===== src/rtl/pc_fetch_unit_if.sv =====
// Fetch-stage bundle: redirect controls from the datapath and PC/ROM address back out.
// The master side drives the redirect inputs; the fetch unit is the slave.
interface pc_fetch_unit_if;
    logic        stall;
    logic        branch_taken;
    logic [15:0] branch_imm;
    logic        jump;
    logic [25:0] jump_target;
    logic        jr;
    logic [31:0] jr_addr;
    logic [31:0] pc;
    logic [31:0] pc_plus4;
    logic [31:0] Addr;
    logic        fetch_err;
    logic [31:0] fetch_cnt;

    modport master (
        output stall, branch_taken, branch_imm, jump, jump_target, jr, jr_addr,
        input  pc, pc_plus4, Addr, fetch_err, fetch_cnt
    );

    modport slave (
        input  stall, branch_taken, branch_imm, jump, jump_target, jr, jr_addr,
        output pc, pc_plus4, Addr, fetch_err, fetch_cnt
    );
endinterface


===== src/rtl/pc_fetch_unit.sv =====
// PC register and next-PC select (stall > jr > jump > branch > sequential); one-cycle redirect latency.
// Illegal targets freeze the unit in HALT until reset; stall holds PC, counter and error flag.
module pc_fetch_unit #(
    parameter logic [31:0] RESET_PC   = 32'h0000_0000,
    parameter int unsigned IMEM_WORDS = 1024
) (
    input  logic           clk,
    input  logic           rst_n,
    pc_fetch_unit_if.slave fi
);
    localparam logic [31:0] IMEM_WORDS_W = 32'(IMEM_WORDS);

    typedef enum logic {RUN = 1'b0, HALT = 1'b1} state_t;

    state_t      state_q;
    logic [31:0] pc_q;
    logic [31:0] cnt_q;

    logic [31:0] pc_plus4;
    logic [31:0] br_off;
    logic [31:0] target_d;
    logic [29:0] off_words;
    logic        legal_d;

    always_comb begin
        pc_plus4 = pc_q + 32'd4;
        br_off   = {{14{fi.branch_imm[15]}}, fi.branch_imm, 2'b00};
        target_d = pc_plus4;
        if (fi.jr) begin
            target_d = fi.jr_addr;
        end else if (fi.jump) begin
            target_d = {pc_plus4[31:28], fi.jump_target, 2'b00};
        end else if (fi.branch_taken) begin
            target_d = pc_plus4 + br_off;
        end
    end

    // RESET_PC is word-aligned, so the word offset can be taken on [31:2] directly;
    // misaligned targets are rejected by the low-bit test regardless.
    assign off_words = target_d[31:2] - RESET_PC[31:2];
    assign legal_d   = (target_d[1:0] == 2'b00) && ({2'b00, off_words} < IMEM_WORDS_W);

    always_ff @(posedge clk or negedge rst_n) begin
        if (!rst_n) begin
            state_q <= RUN;
            pc_q    <= RESET_PC;
            cnt_q   <= 32'd0;
        end else if (state_q == RUN && !fi.stall) begin
            if (legal_d) begin
                pc_q  <= target_d;
                cnt_q <= cnt_q + 32'd1;
            end else begin
                state_q <= HALT;
            end
        end
    end

    assign fi.pc        = pc_q;
    assign fi.pc_plus4  = pc_plus4;
    assign fi.Addr      = {2'b00, pc_q[31:2]};
    assign fi.fetch_err = (state_q == HALT);
    assign fi.fetch_cnt = cnt_q;
endmodule

===== src/flat_wrapper.sv =====
// flat-port wrapper written by rule: the top's interface ports become plain ports
module pc_fetch_unit_flat 
#(
    parameter logic [31:0] RESET_PC   = 32'h0000_0000,
    parameter int unsigned IMEM_WORDS = 1024
)
  (clk, rst_n, fi_stall, fi_branch_taken, fi_branch_imm, fi_jump, fi_jump_target, fi_jr, fi_jr_addr, fi_pc, fi_pc_plus4, fi_Addr, fi_fetch_err, fi_fetch_cnt);
  pc_fetch_unit_if fi_i ();
  input  logic clk;
  input  logic rst_n;
  input wire logic [$bits(fi_i.stall)-1:0] fi_stall;
  input wire logic [$bits(fi_i.branch_taken)-1:0] fi_branch_taken;
  input wire logic [$bits(fi_i.branch_imm)-1:0] fi_branch_imm;
  input wire logic [$bits(fi_i.jump)-1:0] fi_jump;
  input wire logic [$bits(fi_i.jump_target)-1:0] fi_jump_target;
  input wire logic [$bits(fi_i.jr)-1:0] fi_jr;
  input wire logic [$bits(fi_i.jr_addr)-1:0] fi_jr_addr;
  output wire logic [$bits(fi_i.pc)-1:0] fi_pc;
  output wire logic [$bits(fi_i.pc_plus4)-1:0] fi_pc_plus4;
  output wire logic [$bits(fi_i.Addr)-1:0] fi_Addr;
  output wire logic [$bits(fi_i.fetch_err)-1:0] fi_fetch_err;
  output wire logic [$bits(fi_i.fetch_cnt)-1:0] fi_fetch_cnt;
  assign fi_i.stall = fi_stall;
  assign fi_i.branch_taken = fi_branch_taken;
  assign fi_i.branch_imm = fi_branch_imm;
  assign fi_i.jump = fi_jump;
  assign fi_i.jump_target = fi_jump_target;
  assign fi_i.jr = fi_jr;
  assign fi_i.jr_addr = fi_jr_addr;
  assign fi_pc = fi_i.pc;
  assign fi_pc_plus4 = fi_i.pc_plus4;
  assign fi_Addr = fi_i.Addr;
  assign fi_fetch_err = fi_i.fetch_err;
  assign fi_fetch_cnt = fi_i.fetch_cnt;
  pc_fetch_unit #(.RESET_PC(RESET_PC), .IMEM_WORDS(IMEM_WORDS)) u_core (.clk(clk), .rst_n(rst_n), .fi(fi_i));
endmodule

===== config.mk =====
export PLATFORM = sky130hd
export DESIGN_NAME = pc_fetch_unit_flat
export DESIGN_NICKNAME = d
export VERILOG_FILES = /design/src/rtl/pc_fetch_unit_if.sv /design/src/rtl/pc_fetch_unit.sv /design/src/flat_wrapper.sv
export SDC_FILE = /design/constraint.sdc
export NUM_CORES = 1
export LEC_CHECK = 0
export CAP_MARGIN = 0
export CELL_PAD_IN_SITES_DETAIL_PLACEMENT = 0
export CELL_PAD_IN_SITES_GLOBAL_PLACEMENT = 1
export CORE_MARGIN = 2
export CORE_UTILIZATION = 50
export DETAILED_ROUTE_END_ITERATION = 10
export DONT_BUFFER_PORTS = 1
export GPL_TIMING_DRIVEN = 0
export PLACE_DENSITY_LB_ADDON = 0.1
export RECOVER_POWER = 50
export SLEW_MARGIN = 10
export SYNTH_ARGS = -nofsm -noshare
export SYNTH_HDL_FRONTEND = slang
export SYNTH_SLANG_ARGS = --single-unit

===== constraint.sdc =====
create_clock -name clk -period 12.1 [get_ports clk]
set_clock_uncertainty 0.05 [all_clocks]
set_input_delay 0.605 -clock clk [delete_from_list [all_inputs] [get_ports clk]]
set_output_delay 0.605 -clock clk [all_outputs]
set_load 0.005 [all_outputs]

==> summary.md, run 1 <==
| Metric | Value |
|---|---|
| First-pass GRT wire length | about 31,000 um |
| Share of cells above drive strength 1 | 0.0781 |
| Maximum root-to-sink buffer count | 2 |
| Mapped cell area | between 6000 and 7000 um2 |
| Worst reg2reg endpoint | u_core.fi.pc[1] |
| CP Class | reg -> reg |
| Required @ worst endpoint | ~12 ns |
| Sequential area share after synthesis | 0.259 |
| Setup_tns | 0 ns |
| Critical Path AT | 6.86 ns |
| Vias in the first global route | 5,721 |
| # DRC | 0 |
| Max stage delay on crit path | roughly 0.73 ns |
| Post-synth EDFFs | 0 |
| Total CTS buffers | 9 |
| Rel. slew slack | -1.26 |
| Flops & latches, synth | 65 |
| Worst setup path endpoint | u_core.fi.pc[1] |
| RSZ-0062 raised after global routing | false |
| Final setup vio count | 0 |
| Violated checks | capacitance limit, slew limit |
| Final ANT Viol Nets | 0 |
| Clk sink count | between 60 and 70 |
| Levels on crit path | 18 |
| I/O pins | between 200 and 250 |
| IO buf count | 0 |
| Die Y | roughly 120 um |
| Worst Setup Start Kind | flop |
| Routed wl met3 | about 1800 um |
| Initial antenna violation count | 0 |
| Hold buffer count at cts | 1 |
| Max Clk Rate | approximately 150 MHz |
| Metal-1 WL | 8470 um |
| Critical R2R Launch | u_core.fi.pc[2] |
| Netlist cell types | 71 |
| Total Routing Usage GR | 0.299 |
| Skew-Pair Late Insertion Delay | approximately 0.32 ns |
| Fill cells | ~1.2k |
| Crit-path cells | ha_1, nand3_1, or4_1, clkbuf_1, xnor2_1, ha_1, clkbuf_1, a21oi_1, o21ai_0, a21oi_1, a32oi_1, xnor2_1, a211oi_1, a2111oi_0, nand4_1, nor3_4, clkbuf_1, nor2b_1 |
| Synth async-reset ratio | 1.00 |
| Initial core utilization | 0.517 |
| Wire per inst | roughly 21 um |
| Total number of vias | 6,225 |
| CTS root buffer | clkbuf_16 |
| Worst Tran Pin Value | roughly 3.4 ns |
| CP endpoint kind | flop |
| ANT cells | 0 |
| Max_cap viols | 1 |
| WL met2 | ~9700 um |
| Slowest-stage cell, CP | a2111oi_0 |
| Leakage power | about 3 nW |
| Area occupied by multi-input gates | 4180 um2 |
| Clk slew on worst S/H paths | 0.06 ns |
| CP Launch Point | u_core.fi.pc[2] |
| First DRT Iteration DRCs | between 400 and 500 |
| Final wirelength | about 21,000 um |
| Worst path bufs/invs | 3 |
| Gate Count Post-Synth | about 800 |
| Status | complete, but fails checks |
| Pwr Density | 83.0 nW/um2 |
| Fin nets | around 930 |
| Fin crit share | 0.556 |
| Remaining Overflow, GRT | 0 |
| Worst setup slack after layout | 5.37 ns |
| Hold Fails Final Rpt | 0 |
| Final core occ | 0.561 |
| Cells on worst reg2reg path | 18 |
| Fin Hold WS | ~0.45 ns |
| CTS-repair resized insts | 0 |
| Max Used Layer | met4 |
| Max Fanout on Critical Path | 10 |
| FF/Latch Area | 1630 um2 |
| Post-CTS Setup Bufs | 0 |
| Core area | ~12,000 um2 |
| Fin. max-slew vios | 66 |
| Placer Congestion | around 0.91 |
| Critical path's top delay family | compound AO/OA/AOI/OAI gates |
| Largest net degree at the start of global routing | 66 |
| Hold Path Class | reg -> reg |
| DR vias/cell | 6.31 |
| Most frequent CP cell | clkbuf_1 |
| Synth Flop Type | dfrtp_1 |
| Clock period minus worst slack | 6.73 ns |
| FF-to-FF setup slack | 5.37 ns |
| Area added between synthesis and finish | 8.45% |
| # rows | 40 |
| Detailed placer's ending HPWL | 16,600 um |
| CTS tree | yes |
| Router iterations before antenna repair | 5 |
| Die area | ~13,000 um2 |
| Peak VDD IR | 0.0937 mV |
| Htree depth | 3 |
| Syn. warnings | 0 |
| Die width | approximately 120 um |
| Synthesized area per cell | between 7 and 8 um2 |
| Pre-CTS setup slack | roughly 5.4 ns |
==> where the power goes <==
group | switching, mW | internal (mW)
Clock | 0.0887 | 0.181
Sequential | 0.0000316 | 0.218
Combinational | 0.0520 | 0.0266
Total | 0.141 | 0.425
==> flip-flops by register name, summed over array words and instances, names as in the netlist <==
name	cells
u_core.fi.fetch_err	1
u_core.fi.pc	32
u_core.fi.fetch_cnt	32
==> cell usage after synthesis, types with 6 or more instances <==
cell      instances  share of area
nor3_1           13          0.010
a31oi_1           7         0.0070
nor2_1           67          0.040
a21oi_1          65          0.052
nand2_1          73          0.044
and3_1           25          0.025
a21o_1           11          0.013
nand3_1          35          0.028
xnor2_1          56          0.078
clkbuf_1         29          0.017
and2_1            9         0.0090
inv_1            22          0.013
o21ai_0          45          0.036
buf_4            36          0.043
nand4_1          29          0.029
nor2b_1          21          0.021
o21bai_1          6         0.0072
dfrtp_1          65           0.26
xor2_1           21          0.029
nor4_1           10         0.0099
o211ai_1          8         0.0095
or4_1             8         0.0095
ha_1             34          0.068
a211oi_1         14          0.017
==> cells in the final DEF, fill, tap and decap left out, drive strengths merged, types with 21 or more instances in the layout <==
| cell type | instances |
|---|---|
| buf | 42 |
| xor2 | 21 |
| a21oi | 65 |
| ha | 34 |
| dfrtp | 65 |
| o21ai | 45 |
| nor2 | 67 |
| inv | 22 |
| nand3 | 36 |
| xnor2 | 56 |
| nand2 | 73 |
| clkbuf | 42 |
| nor2b | 21 |
| and3 | 25 |
| nand4 | 30 |
==> area by class of cell <==
| class | instances | share of cell area |
|---|---|---|
| Sequential cell | 65 | 0.238 |
| Timing Repair Buffer | 1 | 0.000550 |
| Tap cell | 168 | 0.0308 |
| Clock inverter | 4 | 0.0114 |
| Inverter | 22 | 0.0121 |
| Multi-Input combinational cell | 644 | 0.613 |
| Buffer | 71 | 0.0594 |
| Clock buffer | 12 | 0.0347 |
==> worst register-to-register path: stages, from the launching register on <==
cell	delay [ns]
dfrtp_1	0.50
ha_1	0.24
nand3_1	0.20
or4_1	0.63
clkbuf_1	0.28
xnor2_1	0.48
ha_1	0.33
clkbuf_1	0.20
a21oi_1	0.27
o21ai_0	0.15
a21oi_1	0.61
a32oi_1	0.23
xnor2_1	0.26
a211oi_1	0.15
a2111oi_0	0.73
nand4_1	0.27
nor3_4	0.46
clkbuf_1	0.44
nor2b_1	0.12
==> metrics by stage <==
stage | cell area (um2) | cells | power, mW
3_5_place_dp | 6500 | 970 | 0.294
5_1_grt | 6820 | 987 | 0.590
6_report | 6820 | 987 | 0.566
2_1_floorplan | 6290 | 802 | 0.276
3_3_place_gp | 6500 | 970 | 0.293
4_1_cts | 6850 | 987 | 0.571
==> kinds of logic (layout without fill, tap and decap cells) <==
| group | Yosys count | in the layout | share of synthesized area |
|---|---|---|---|
| other | 1 | 2 | 0.000596 |
| muxes | 10 | 10 | 0.0169 |
| AOI/OAI and AO/OA | 201 | 201 | 0.204 |
| xor gates and xnor gates | 77 | 77 | 0.107 |
| and+or+nand+nor | 319 | 319 | 0.264 |
| DFF | 65 | 65 | 0.259 |
| buffers and inverters | 93 | 110 | 0.0776 |
| adders and majority gates | 35 | 35 | 0.0708 |
==> worst min path at each step <==
stage / to / from / cells past startpoint / slack (ns)
after floorplan: u_core.fi.fetch_cnt[0] / rst_n / 0 / 0.26
after global placement: u_core.fi.pc[0] / rst_n / 0 / 0.26
after detailed placement: u_core.fi.pc[24] / rst_n / 0 / 0.26
after CTS: u_core.fi.pc[1] / rst_n / 1 / 0.11
after global routing: u_core.fi.pc[9] / fi_jr_addr[9] / 2 / 0.45
final: u_core.fi.fetch_cnt[31] / u_core.fi.fetch_cnt[31] / 1 / 0.45
==> routing by layer <==
metal	up-vias	GRT usage
met5	-	0
met4	0	0.0976
met3	35	0.0716
met2	297	0.487
met1	2981	0.393
li1	2912	-
Note: power is estimated with default switching activity, not from simulation.
==> run 2: changes to the inputs <==
CORE_UTILIZATION = 47   (was 50)
clock period = 6.4 ns   (was 12.1 ns; I/O delays follow)
==> run 2 against run 1 <==
Effect of this change: die area is 6.2% higher; sequential power is 89% higher; utilization is 3.5 points lower; the run still ends with capacitance limit, slew limit left; power is 86% higher; critical endpoint is now u_core.fi.fetch_err; sequential cell count stayed put; largest cell class unchanged; register-to-register slack worse by 5.1 ns.
==> summary.md, run 2 (same netlist as run 1, synthesis figures left out) <==
| Metric | Value |
|---|---|
| Hold path startpoint | fi_jr_addr[10] |
| Final ANT Viol Nets | 0 |
| Sw frac | 0.265 |
| Hold Path Class | in -> reg |
| Worst reg2reg endpoint | u_core.fi.fetch_err |
| Final core occ | 0.525 |
| Placed inst area | approximately 6500 um2 |
| Total Routing Usage GR | 0.288 |
| Fin. max-slew vios | 66 |
| IO buf count | 0 |
| P_sw | about 280 uW |
| Critical R2R Launch | u_core.fi.pc[2] |
| Fin nets | 931 |
| Hold Fails Final Rpt | 0 |
| Clk sink count | 65 |
| Total number of vias | a little over 6k |
| Final setup vio count | 0 |
| Area occupied by multi-input gates | 4230 um2 |
| Initial antenna violation count | 0 |
| Router iterations before antenna repair | 5 |
| DR vias/cell | a little over 6 |
| Clock period minus worst slack | around 6.2 ns |
| Critical Path AT | ~6.3 ns |
| Clock share of power | 0.465 |
| Int Power | about 770 uW |
| Wire per inst | 21.1 um |
| CP Class | reg -> reg |
| Initial core utilization | 0.479 |
| CTS root buffer | clkbuf_16 |
| Most frequent cells in the layout | nand2_1, nor2_1, dfrtp_1 |
| CP endpoint kind | flop |
| Vias in the first global route | around 5.9k |
| Die area | about 14,000 um2 |
| Sequential power share | 0.391 |
| Endpoint, Worst Hold | u_core.fi.pc[10] |
| Share of cells above drive strength 1 | 0.0950 |
| Area added between synthesis and finish | 9.75% |
| Max Fanout on Critical Path | 7 |
| Die Y | between 100 and 150 um |
| Placed cell count | 978 |
| Fill cells | between 1k and 1.5k |
| Placer Congestion | about 0.9 |
| Violated checks | capacitance limit, slew limit |
| Final Non-Filler Cells | 997 |
| FF-to-FF setup slack | between 0.2 and 0.25 ns |
| Detailed placer's ending HPWL | between 15,000 and 20,000 um |
| Die width | approximately 120 um |
| Skew-Pair Late Insertion Delay | between 0.3 and 0.4 ns |
| Post-route cell area | between 6000 and 7000 um2 |
| Remaining Overflow, GRT | 0 |
| Worst Setup Start Kind | flop |
| Cells on worst reg2reg path | 17 |
| Core area | about 13,000 um2 |
| First DRT Iteration DRCs | 463 |
| Total CTS buffers | 9 |
| First-pass GRT wire length | 32,100 um |
| Fin crit share | 0.963 |
| Htree depth | 3 |
| Worst Tran Pin Value | 3.47 ns |
| Leakage power | roughly 3 nW |
| Max_cap viols | 1 |
| Max Clk Rate | between 150 and 200 MHz |
| Combinational Power Share | 0.144 |
| Required @ worst endpoint | 6.56 ns |
| ANT cells | 0 |
| RSZ-0062 raised after global routing | false |
| Rel. slew slack | -1.32 |
| Final wirelength | approximately 21,000 um |
| # rows | 42 |
| Most common cell after layout, fill and taps aside | nand2_1 |
| Pwr Density | between 150 and 200 nW/um2 |
| Maximum root-to-sink buffer count | 2 |
| Hold Path Stages | 2 |
| Status | complete, but fails checks |
| FF/Latch Area | 1630 um2 |
| I/O pins | approximately 210 |
| Peak VDD IR | 0.144 mV |
| Largest net degree at the start of global routing | 66 |
| Clk slew on worst S/H paths | ~0.050 ns |
| CTS tree | yes |
| # DRC | 0 |
[run 2: cell count changes in the layout (fill, tap and decap cells not counted), moves of 2 or more]
cell        delta
a2111oi_0      -3
clkbuf_1       -5
a2111oi_2      +2
clkinv_2       +2
clkinvlp_4     +2
clkinv_4       -2
[run 2: cell type report]
class,count,share of cell area
Tap cell,176,0.0319
Clock buffer,11,0.0352
Sequential cell,65,0.236
Multi-Input combinational cell,644,0.612
Clock inverter,5,0.00798
Timing Repair Buffer,5,0.00707
Buffer,69,0.0578
Inverter,22,0.0120
[run 2: how the worst max path moves through the flow]
stage | endpoint | startpoint | slack, ns
3_3_place_gp | u_core.fi.pc[14] | u_core.fi.pc[2] | -0.43
2_1_floorplan | u_core.fi.fetch_cnt[23] | u_core.fi.pc[2] | 1.30
3_5_place_dp | u_core.fi.pc[27] | u_core.fi.pc[2] | -0.49
6_report | u_core.fi.fetch_err | u_core.fi.pc[2] | 0.24
4_1_cts | u_core.fi.fetch_err | u_core.fi.pc[2] | 0.07
5_1_grt | u_core.fi.fetch_err | u_core.fi.pc[2] | 0.06
[run 2: metrics by stage]
stage / hold slack (ns) / setup slack, ns / power [mW] / setup TNS, ns
final: 0.159 / 0.238 / 1.05 / 0
after global routing: 0.185 / 0.0562 / 1.09 / 0
after CTS: 0.151 / 0.0710 / 1.06 / 0
after detailed placement: -0.0243 / -0.493 / 0.556 / -22.37
after global placement: -0.0243 / -0.426 / 0.555 / -20.60
after floorplan: -0.0256 / 1.30 / 0.522 / 0
[run 2: worst max-delay path, cell delays in order (launching register included)]
cell	delay (ns)
dfrtp_1	0.50
ha_1	0.24
nand3_1	0.22
nor4_1	0.58
nand3_1	0.18
xnor2_1	0.45
ha_1	0.41
a21oi_1	0.34
o21ai_1	0.28
or4_1	0.57
o2111ai_1	0.11
nor4b_1	0.10
or4_1	0.52
a2111oi_1	0.47
nand4_1	0.20
a2111oi_2	0.47
a21oi_1	0.11
or2_1	0.23
[run 2: what timing repair did]
| action | CTS | global route |
|---|---|---|
| resized for setup | 7 | 7 |
| pin swaps | 1 | 0 |
| hold endpoints to repair | 65 | 0 |
| gates cloned | 0 | 0 |
| buffers inserted | 3 | 0 |
| hold buffers | 2 | 0 |
| setup endpoints to repair | 65 | 65 |
[run 2: per-layer routing]
metal,vias to the layer above,routed length [um],track usage
met1,2966,8360,0.353
li1,2925,-,-
met3,31,1990,0.0884
met5,-,0,0
met4,0,442,0.0743
met2,285,10200,0.494
[run 2: power groups by stage]
stage          clock [mW]  combinational, mW  sequential (mW)
6_report            0.490              0.151            0.411
5_1_grt             0.515              0.167            0.411
4_1_cts             0.497              0.150            0.411
3_5_place_dp            0              0.138            0.419
3_3_place_gp            0              0.137            0.419
2_1_floorplan           0              0.104            0.419
==> run 3: changes to the inputs <==
MAX_ROUTING_LAYER = met4   (was unset)
==> run 3 against run 2 <==
Effect of this change: the run still ends with capacitance limit, slew limit left; count of clock-buffer cells in the layout shrank 1; first-iteration DRC count grew 8.6%; clock power shrank 12%; sequential power is essentially flat; maximum frequency grew 1.1%; via count shrank 0.98%; largest cell class unchanged.
==> summary.md, run 3 (same netlist as run 1, synthesis figures left out) <==
| Metric | Value |
|---|---|
| Status | complete, but fails checks |
| Violated checks | capacitance limit, slew limit |
| Fin nets | 931 |
| Placed inst area | roughly 6500 um2 |
| DR vias/cell | about 6 |
| Total Routing Usage GR | 0.294 |
| Hold Path Class | in -> reg |
| Final wirelength | roughly 21,000 um |
| Skew-Pair Late Insertion Delay | 0.32 ns |
| Rel. slew slack | -1.32 |
| Clock share of power | 0.435 |
| Critical Path AT | approximately 6.3 ns |
| P_sw | approximately 270 uW |
| Fill cells | approximately 1.3k |
| CTS root buffer | clkbuf_16 |
| CP endpoint kind | flop |
| Critical path's top delay family | simple AND/OR/NAND/NOR gates |
| Initial core utilization | 0.479 |
| Worst reg2reg endpoint | u_core.fi.fetch_cnt[23] |
| Most common cell after layout, fill and taps aside | nand2_1 |
| First DRT Iteration DRCs | 503 |
| Router iterations before antenna repair | 5 |
| Post-route cell area | between 6000 and 7000 um2 |
| Max_cap viols | 1 |
| Required @ worst endpoint | 6.55 ns |
| Placer Congestion | between 0.9 and 1 |
| RSZ-0062 raised after global routing | false |
| I/O pins | ~210 |
| IO buf count | 0 |
| Final ANT Viol Nets | 0 |
| Detailed placer's ending HPWL | approximately 17,000 um |
| Max Clk Rate | approximately 160 MHz |
| Htree depth | 3 |
| Slowest-stage cell, CP | nor4_1 |
| Critical R2R Launch | u_core.fi.pc[2] |
| Total CTS buffers | 9 |
| Total number of vias | 6,146 |
| Wire per inst | roughly 21 um |
| CTS tree | yes |
| Hold Fails Final Rpt | 0 |
| Worst path bufs/invs | 0 |
| Cells on worst reg2reg path | 17 |
| Crit-path cells | ha_1, nand3_1, nor4_1, nand3_1, xnor2_1, ha_1, a21oi_1, o21ai_1, or4_1, o2111ai_1, nor4b_1, or4_1, a2111oi_1, nand4_1, a2111oi_2, nand4_1, xnor2_1 |
| Die width | 120 um |
| Most frequent cells in the layout | nand2_1, nor2_1, dfrtp_1 |
| Clk sink count | 65 |
| Total power | just under 1 mW |
| Int Power | roughly 720 uW |
| CP Class | reg -> reg |
| Pwr Density | 145 nW/um2 |
| Endpoint, Worst Hold | u_core.fi.pc[11] |
| Clk slew on worst S/H paths | ~0.05 ns |
| Combinational Power Share | 0.152 |
| Die area | 14,300 um2 |
| Sw frac | 0.275 |
| Remaining Overflow, GRT | 0 |
| Core area | around 13,000 um2 |
| FF-to-FF setup slack | about 0.30 ns |
| Area added between synthesis and finish | 9.21% |
| Clock period minus worst slack | between 6 and 7 ns |
| Final setup vio count | 0 |
| Area occupied by multi-input gates | between 4000 and 5000 um2 |
| Share of cells above drive strength 1 | 0.0950 |
| ANT cells | 0 |
| Max stage delay on crit path | between 0.5 and 0.6 ns |
| Fin. max-slew vios | between 60 and 70 |
| Worst Setup Start Kind | flop |
| Hold Path Stages | 2 |
| Leakage power | 3.05 nW |
| # DRC | 0 |
| Die Y | about 120 um |
| Largest net degree at the start of global routing | 66 |
| First-pass GRT wire length | between 30,000 and 40,000 um |
| CP Launch Point | u_core.fi.pc[2] |
| Fin crit share | 0.953 |
| Sequential power share | 0.414 |
| Fin Hold WS | 0.170 ns |
| Peak VDD IR | 0.171 mV |
| Maximum root-to-sink buffer count | 2 |
| FF/Latch Area | 1630 um2 |
| Worst Tran Pin Value | 3.47 ns |
| Max Fanout on Critical Path | 7 |
| Initial antenna violation count | 0 |
| # rows | 42 |
| Vias in the first global route | between 5k and 6k |
| Hold path startpoint | fi_jr_addr[11] |
[run 3: worst max-delay path by stage]
stage | endpoint | slack [ns] | cells after the start
detailed placement | u_core.fi.pc[1] | -0.45 | 18
finish | u_core.fi.fetch_cnt[23] | 0.30 | 17
global route | u_core.fi.fetch_cnt[16] | 0.01 | 19
CTS | u_core.fi.fetch_cnt[23] | 0.04 | 18
global placement | u_core.fi.pc[14] | -0.41 | 18
floorplan | u_core.fi.fetch_cnt[23] | 1.30 | 18
[run 3: power by group through the flow]
stage / Sequential, mW / Combinational, mW / Clock (mW)
detailed placement: 0.419 / 0.138 / 0
global placement: 0.419 / 0.136 / 0
finish: 0.411 / 0.151 / 0.432
CTS: 0.411 / 0.150 / 0.444
floorplan: 0.419 / 0.104 / 0
global route: 0.411 / 0.168 / 0.457
[run 3: layout make-up]
cell class | instances | area share
Tap cell | 176 | 0.0321
Clock inverter | 6 | 0.00510
Timing Repair Buffer | 5 | 0.00710
Sequential cell | 65 | 0.237
Inverter | 22 | 0.0120
Clock buffer | 10 | 0.0333
Buffer | 69 | 0.0581
Multi-Input combinational cell | 644 | 0.615
[run 3: metal layers]
layer / wire, um / GRT usage / vias to the layer above / part of all wire
met5: 0 / - / - / 0
met4: 412 / 0.0765 / 0 / 0.020
met3: 1700 / 0.0751 / 22 / 0.082
met2: 10000 / 0.486 / 264 / 0.48
met1: 8700 / 0.359 / 2960 / 0.42
li1: - / - / 2900 / -
[run 3: repair_timing]
| item | CTS | global route |
|---|---|---|
| gates cloned | 0 | 0 |
| setup endpoints to repair | 65 | 65 |
| buffers inserted | 0 | 3 |
| hold endpoints to repair | 65 | 0 |
| hold buffers | 2 | 0 |
| pin swaps | 0 | 1 |
| gates resized for setup | 7 | 5 |
[run 3: stage by stage]
stage	setup WS [ns]	std cells	setup TNS [ns]	util
after floorplan	1.30	802	0	-
after global placement	-0.406	978	-19.44	0.496
after detailed placement	-0.445	978	-20.29	0.496
after CTS	0.0403	995	0	0.521
after global routing	0.0123	997	0	0.523
final	0.304	997	0	0.523
